[config.mk]
export PLATFORM = sky130hd
export DESIGN_NAME = wb_arbiter
export DESIGN_NICKNAME = d
export VERILOG_FILES = /design/src/rtl/wb_arbiter.sv
export SDC_FILE = /design/constraint.sdc
export NUM_CORES = 1
export LEC_CHECK = 0
export BUFFER_PORTS_ARGS = -buffer_cell sky130_fd_sc_hd__buf_4
export CAP_MARGIN = 20
export CORE_AREA = 2 2 164 118
export CTS_BUF_LIST = sky130_fd_sc_hd__clkbuf_4
export CTS_CLUSTER_SIZE = 8
export DETAILED_ROUTE_END_ITERATION = 16
export DIE_AREA = 0 0 166 120
export PLACE_DENSITY = 0.89
export RECOVER_POWER = 100
export SYNTH_ARGS = -nofsm -noshare
export SYNTH_HDL_FRONTEND = slang
export SYNTH_SLANG_ARGS = --single-unit
[constraint.sdc]
create_clock -name clk -period 6.3 [get_ports clk]
set_input_delay 0.945 -clock clk [delete_from_list [all_inputs] [get_ports clk]]
set_output_delay 0.945 -clock clk [all_outputs]
set_load 0.05 [all_outputs]
[src/rtl/wb_arbiter.sv]
// Register-file write-port arbiter: ALU results take the port directly, load
// results wait in a small FIFO and drain whenever the ALU leaves the port idle.
module wb_arbiter #(
  parameter int DEPTH = 4
) (
  input  logic        clk,
  input  logic        rst_n,
  input  logic        alu_valid,
  input  logic [4:0]  alu_rd,
  input  logic [31:0] alu_data,
  input  logic        lsu_valid,
  output logic        lsu_ready,
  input  logic [4:0]  lsu_rd,
  input  logic [31:0] lsu_data,
  output logic        RegWrite,
  output logic [4:0]  Write_reg,
  output logic [31:0] Write_data,
  output logic [31:0] pending_mask
);

  localparam int AW = $clog2(DEPTH);
  localparam logic [AW:0] DEPTH_C = (AW+1)'(DEPTH);

  typedef struct packed {
    logic        vld;
    logic [4:0]  rd;
    logic [31:0] data;
  } entry_t;

  entry_t [DEPTH-1:0] fifo_q, fifo_d;
  logic [AW-1:0]      wptr_q, wptr_d, rptr_q, rptr_d;
  logic [AW:0]        count_q, count_d;
  logic               ready_q, ready_d;
  logic               regwrite_q, regwrite_d;
  logic [4:0]         write_reg_q, write_reg_d;
  logic [31:0]        write_data_q, write_data_d;
  logic [31:0]        pend_q, pend_d;
  logic               alu_wr, enq, pop;
  entry_t             head;

  always_comb begin
    fifo_d       = fifo_q;
    wptr_d       = wptr_q;
    rptr_d       = rptr_q;
    regwrite_d   = 1'b0;
    write_reg_d  = write_reg_q;
    write_data_d = write_data_q;
    alu_wr       = alu_valid && (alu_rd != 5'd0);
    enq          = lsu_valid && ready_q && (lsu_rd != 5'd0);
    pop          = !alu_wr && (count_q != '0);
    head         = fifo_q[rptr_q];

    if (alu_wr) begin
      regwrite_d   = 1'b1;
      write_reg_d  = alu_rd;
      write_data_d = alu_data;
      // Older queued loads to the same register must not clobber the ALU value.
      for (int i = 0; i < DEPTH; i++)
        if (fifo_q[i].rd == alu_rd) fifo_d[i].vld = 1'b0;
    end else if (pop) begin
      regwrite_d = head.vld;
      if (head.vld) begin
        write_reg_d  = head.rd;
        write_data_d = head.data;
      end
      fifo_d[rptr_q].vld = 1'b0;
      rptr_d = rptr_q + 1'b1;
    end

    // Enqueue after the squash so a same-cycle (younger) load stays valid.
    if (enq) begin
      fifo_d[wptr_q] = '{vld: 1'b1, rd: lsu_rd, data: lsu_data};
      wptr_d = wptr_q + 1'b1;
    end

    count_d = count_q + {{AW{1'b0}}, enq} - {{AW{1'b0}}, pop};
    ready_d = count_d < DEPTH_C;

    pend_d = '0;
    for (int i = 0; i < DEPTH; i++)
      if (fifo_d[i].vld) pend_d = pend_d | (32'd1 << fifo_d[i].rd);
  end

  always_ff @(posedge clk or negedge rst_n) begin
    if (!rst_n) begin
      fifo_q       <= '0;
      wptr_q       <= '0;
      rptr_q       <= '0;
      count_q      <= '0;
      ready_q      <= 1'b0;
      regwrite_q   <= 1'b0;
      write_reg_q  <= '0;
      write_data_q <= '0;
      pend_q       <= '0;
    end else begin
      fifo_q       <= fifo_d;
      wptr_q       <= wptr_d;
      rptr_q       <= rptr_d;
      count_q      <= count_d;
      ready_q      <= ready_d;
      regwrite_q   <= regwrite_d;
      write_reg_q  <= write_reg_d;
      write_data_q <= write_data_d;
      pend_q       <= pend_d;
    end
  end

  // ready_q tracks count_q < DEPTH but stays low through reset.
  assign lsu_ready    = ready_q;
  assign RegWrite     = regwrite_q;
  assign Write_reg    = write_reg_q;
  assign Write_data   = write_data_q;
  assign pending_mask = pend_q;

endmodule

# Word-level counts from Yosys, hierarchy flattened
# Cells that the tools add are included.
dict set report word_totals {
  regBits 230
  inputBits 78
  out_inout_bits 71
  word_cells 89
}
dict set report op_classes {
  n_addsub 4
  magnitude_cmp 5
  n_eq_ne 4
  shifts 4
  mux 34
  n_bitwise 4
  n_reduce_logical 14
}
# operator n
set op_table {}
lappend op_table {{$bwmux W152} 2}
lappend op_table {{$mux W152} 2}
lappend op_table {{$mux W32} 7}
lappend op_table {{$demux W38 S2} 2}
lappend op_table {{$mux W37} 4}
lappend op_table {{$shl A1 B5 Y32 const A} 4}
lappend op_table {{$mux W38} 3}
lappend op_table {{$or A32 B32 Y32} 3}
lappend op_table {{$bmux W38 S2} 1}
lappend op_table {{$eq A5 B5 Y1} 4}
lappend op_table {{$mux W5} 3}
lappend op_table {{$mux W1} 10}
lappend op_table {{$reduce_bool A5 Y1} 2}
lappend op_table {{$logic_and A1 B1 Y1} 6}
lappend op_table {{$lt A2 B3 Y1 const B} 2}
lappend op_table {{$add A2 B1 Y2 const B} 2}
lappend op_table {{$ge A2 B1 Y1 const B} 2}
lappend op_table {{$reduce_and A2 Y1} 2}
lappend op_table {{$reduce_bool A2 Y1} 2}
lappend op_table {{$add A3 B1 Y3} 1}
lappend op_table {{$lt A3 B3 Y1 const B} 1}
lappend op_table {{$reduce_bool A3 Y1} 1}
lappend op_table {{$sub A3 B1 Y3} 1}
lappend op_table {{$logic_not A1 Y1} 1}
lappend op_table {{$not A1 Y1} 1}

# Longest topological paths before layout
dict set report logic_depth {
  ltp_word 17
  mapped_depth 12
  depth_no_buf 11
}

# Least setup slack after synthesis
# OpenSTA, ideal clock, no wires.
dict set report synth_path {
  path_type {in2reg}
  from {in lsu_rd[3]}
  to {reg ready_q, in the netlist lsu_ready}
  setup_ns 0.121
  t_arrival_ns 3.211
  required_time_ns 6.179
  slack_ns 2.968
  cell_stages 12
  n_path_buf 2
  path_cell_list {buf_2 -> or4_1 -> buf_6 -> o211ai_2 -> ha_1 -> inv_1 -> ha_1 -> inv_1 -> fa_1 -> xnor2_1 -> xnor2_1 -> inv_1}
}
dict set report synth_between {
  elab_chain_len 5
}
# item line_no
set synth_lines {}
lappend synth_lines {{start, declared} 13} ;# input logic [4:0] lsu_rd,
lappend synth_lines {{$reduce_bool A5 Y1} 49} ;# enq = lsu_valid && ready_q && (lsu_rd != 5'd0);
lappend synth_lines {{$logic_and A1 B1 Y1} 49}
lappend synth_lines {{$add A3 B1 Y3} 76} ;# count_d = count_q + {{AW{1'b0}}, enq} - {{AW{1'b0}}, pop};
lappend synth_lines {{$sub A3 B1 Y3} 76}
lappend synth_lines {{named net count_d[2]} 32} ;# logic [AW:0] count_q, count_d;
lappend synth_lines {{$lt A3 B3 Y1} 77} ;# ready_d = count_d < DEPTH_C;
lappend synth_lines {{named net ready_d} 33} ;# logic ready_q, ready_d;
lappend synth_lines {{end signal, assigned} 100} ;# ready_q <= ready_d;
lappend synth_lines {{end, declared} 33}
# The timed path passes the listed nets, and every way through them passes these cells.
# A chain may end at the register's enable or synchronous reset.

# Worst setup path in the final report
dict set report layout_path {
  from {reg wptr_q[1]}
  to {reg pend_q[7], in the netlist pending_mask[7]}
}
dict set report layout_between {
  elab_chain_len 14
  elab_cells_between_ends 18
  cone_classes {order compare (2); shift (4); mux (8); bitwise (3); reduce/logical (1)}
}
# item line_no
set layout_lines {}
lappend layout_lines {{start, declared} 31} ;# logic [AW-1:0] wptr_q, wptr_d, rptr_q, rptr_d;
lappend layout_lines {{start signal, assigned} 97} ;# wptr_q <= wptr_d;
lappend layout_lines {{$lt A2 B3 Y1 (implied by the code) / $ge A2 B1 Y1 (equally long branches)} 72} ;# fifo_d[wptr_q] = '{vld: 1'b1, rd: lsu_rd, data: lsu_data};
lappend layout_lines {{$logic_and A1 B1 Y1 (implied by the code)} 72}
lappend layout_lines {{$mux W38 (implied by the code)} 72}
lappend layout_lines {{$demux W38 S2 (*)} 72}
lappend layout_lines {{$bwmux W152 (*)} 72}
lappend layout_lines {{$mux W152 (*)} 71} ;# if (enq) begin
lappend layout_lines {{$shl A1 B5 Y32} 81} ;# if (fifo_d[i].vld) pend_d = pend_d | (32'd1 << fifo_d[i].rd);
lappend layout_lines {{$mux W32} 81}
lappend layout_lines {{$or A32 B32 Y32} 81}
lappend layout_lines {{$mux W32} 81}
lappend layout_lines {{$or A32 B32 Y32} 81}
lappend layout_lines {{$mux W32} 81}
lappend layout_lines {{$or A32 B32 Y32} 81}
lappend layout_lines {{$mux W32 (*)} 81}
lappend layout_lines {{named net pend_d[7]} 37} ;# logic [31:0] pend_q, pend_d;
lappend layout_lines {{end signal, assigned} 104} ;# pend_q <= pend_d;
lappend layout_lines {{end, declared} 37}
# The timed path passes the listed nets; every way through them passes the cells marked *.

==> impl_metrics.yaml <==
run_status:
  status: "finished with violations"
  violations: "max-capacitance violations, max-slew violations"
sta:
  min_period_over_period_pct: 74.7
  worstMarginPinSlew_ps: 2910
  tns_ps: 0
  max_freq_mhz: 212
  setup_slack_ps: 1590
  rsz0062_at_grt: "false"
  fin_worst_skew_ps: 32.9
  finalHoldViolCount: 0
  slew_headroom_pct: -94.1
  drv_slew: 205
  layout_min_cycle_time_ps: 4710
  setup_viol: 0
cells_and_area:
  regMostFlops: "fifo_q"
  area_growth_pct: 13.2
  final_common_cell: "nand2_1"
  largest_reg_flops: 152
  mostFrequentLayoutCells: "305 x nand2_1, 229 x dfrtp_1, 79 x buf_4, 79 x clkbuf_1, 77 x clkbuf_4"
  drive_gt1_share_pct: 21.7
  fillCellCount: 1359
  nNetsFinal: 1342
drt:
  wl_mm: 34.6
  wl_per_cell_um: 22.6
  ant_nets: 0
  first_pass_iters: 9
  dr.first_iter.drc_count: 1258
  via_count: 9882
  drc: 0
  avgViaCountPerCell: 6.44
clocking:
  cts_buffers: 54
  insertion_delay_ps: 710
  cts_resized: 0
  cts_setup_buffers: 0
  path_clk_slew_ps: 80
  ctsHtreeMaxLevel: 2
  cts_max_path_buffers: 3
  cts_root_buf: "clkbuf_4"
  tritoncts: "yes"
  cts.sinks: 230
  holdBufCountCts: 0
global_routing:
  grt_pass1_wl_mm: 54.2
  grt_pass1_vias: 9890
  grt_start_max_net_pins: 181
  gr-total-overflow: 0
  grt_usage_pct: 35.1
  antenna_found_initial: 1
die:
  pin_count: 149
  row_count: 42
  coreArea_mm2: 0.0184
  die_h_um: 120
  initial_utilization_pct: 63.2
  dieArea_mm2: 0.0199
  die-width_um: 166
placed_design:
  portBuffers: 148
  dp_hpwl_mm: 23.4
  gp_congestion: 0.999
  pre_cts_slack_ps: 2530
logic_synthesis:
  synth-edff-count: 0
  syn_inst: 1116
  ys_warn_count: 0
  ys_ff_latch: 230
  synth_fp_nets: 1205
  yosysTopAreaCellShare_pct: 49.4
  synthTopCellsByArea: "dfrtp_1 49%, nand2_1 9.8%, mux4_2 7.3%"
  avgSynthCellArea_um2: 10.4
  yosys.area.top_type: "dfrtp_1"
  seq_area_frac_synth_pct: 49.4
  async_flop_share_pct: 100
  synth_cell_types: 62
  synth-main-ff-cell: "dfrtp_1"
  syn_area_mm2: 0.0117
worst_setup_path:
  crit_start: "wptr_q[1]"
  path_max_fanout: 24
  cp.required_ps: 6800
  rrSetupSlack_ps: 1590
  rr_worst_depth: 9
  cp-end-kind: "flip-flop"
  critical_path_class: "flip-flop to flip-flop"
  worstReg2RegEnd: "pending_mask[7]"
  startpoint_type: "flip-flop"
  reg2reg_from: "wptr_q[1]"
  arrival_ps: 5200
  crit_path_end: "pending_mask[7]"
hold_path:
  hold_path_class: "input pin to flip-flop"
pwr:
  leakage_nw: 6.06
  vdd_drop_max_mv: 0.325
  powerDensity_mw_per_mm2: 568
flow_run:
  cap_violations: 7
-- metrics by stage --
stage | utilization [%] | cell area (um^2) | power, W | std cells | hold WS [ps]
CTS | 73.4 | 13500 | 0.00759 | 1534 | 130
global placement | 69.8 | 12900 | 0.00627 | 1439 | 453
finish | 71.5 | 13200 | 0.00749 | 1535 | 447
floorplan | - | 11700 | 0.00526 | 1116 | 441
detailed placement | 69.8 | 12900 | 0.00640 | 1439 | 457
global route | 71.5 | 13200 | 0.00789 | 1535 | 418
-- kinds of logic (layout without fill, tap and decap cells) --
kind of cell / Yosys count / in the layout / synth area share (%)
AO/OA/AOI/OAI: 186 / 186 / 11.8
multiplexers: 141 / 141 / 16.9
AND/OR/NAND/NOR: 422 / 422 / 15.1
adder cells (fa/ha/maj): 11 / 11 / 1.25
other: 0 / 1 / 0
flip-flops: 230 / 230 / 49.4
buffers and inverters: 102 / 278 / 3.67
XOR/XNOR: 24 / 24 / 1.80
-- Yosys cell counts, drive strengths merged (3+ instances only) --
| cell | count |
|---|---|
| or2 | 3 |
| o22ai | 13 |
| ha | 10 |
| or3 | 6 |
| o211ai | 14 |
| nand3 | 23 |
| o31ai | 9 |
| o22a | 3 |
| a22oi | 7 |
| a32oi | 28 |
| nand2b | 9 |
| clkbuf | 39 |
| a31oi | 10 |
| buf | 39 |
| a41oi | 3 |
| and3 | 7 |
| dfrtp | 230 |
| a21oi | 10 |
| nand4 | 4 |
| o21ai | 55 |
| mux2 | 66 |
| nand3b | 4 |
| nor2b | 8 |
| inv | 24 |
| o221ai | 16 |
| nor2 | 36 |
| mux2i | 37 |
| mux4 | 38 |
| nand2 | 305 |
| nor3 | 10 |
| o32ai | 3 |
| xnor2 | 24 |
-- worst max-delay path, cell delays in order, from the launching register on --
cell      delay (ps)
dfrtp_1          410
inv_1            100
ha_1             160
nand3_1          430
a21oi_1         1450
clkbuf_1        1170
o22a_1           370
nor2_1            70
a32oi_1          180
o221ai_1         160
-- power by group --
part	internal [W]	total (W)	switching, W
clock	0.000563	0.00118	0.000617
combinational	0.00133	0.00357	0.00224
sequential	0.00214	0.00274	0.000599
total	0.00403	0.00749	0.00346
-- area by class of cell --
| type | instances | area, um^2 | share of cell area (%) |
|---|---|---|---|
| clock inverter | 18 | 77.6 | 0.588 |
| clock buffer | 77 | 578 | 4.38 |
| tap | 242 | 303 | 2.30 |
| multi-input combinational | 784 | 5470 | 41.5 |
| inverter | 24 | 90.1 | 0.683 |
| timing repair buffer | 159 | 910 | 6.90 |
| sequential | 230 | 5760 | 43.7 |
| antenna | 1 | 2.50 | 0.0190 |
-- routing by layer --
layer  track usage, %  up-vias  share of wire, %
met3             13.2      101                14
met5                0        -                 0
met2             49.4      705                42
met1             50.6     4806                41
met4             11.8        0               2.7
li1                 -     4270                 -
-- how the worst min path moves through the flow --
stage                             from              to  slack, ps  depth (start not counted)
after detailed placement    fifo_q[27]      fifo_q[27]        460                          2
final                     alu_data[15]  Write_data[15]        450                          3
after CTS                        rst_n   Write_data[3]        130                          1
after global placement      fifo_q[62]      fifo_q[62]        450                          2
after floorplan             fifo_q[38]      fifo_q[38]        440                          2
after global routing      alu_data[15]  Write_data[15]        420                          3
Note: power is estimated with default switching activity, not from simulation.
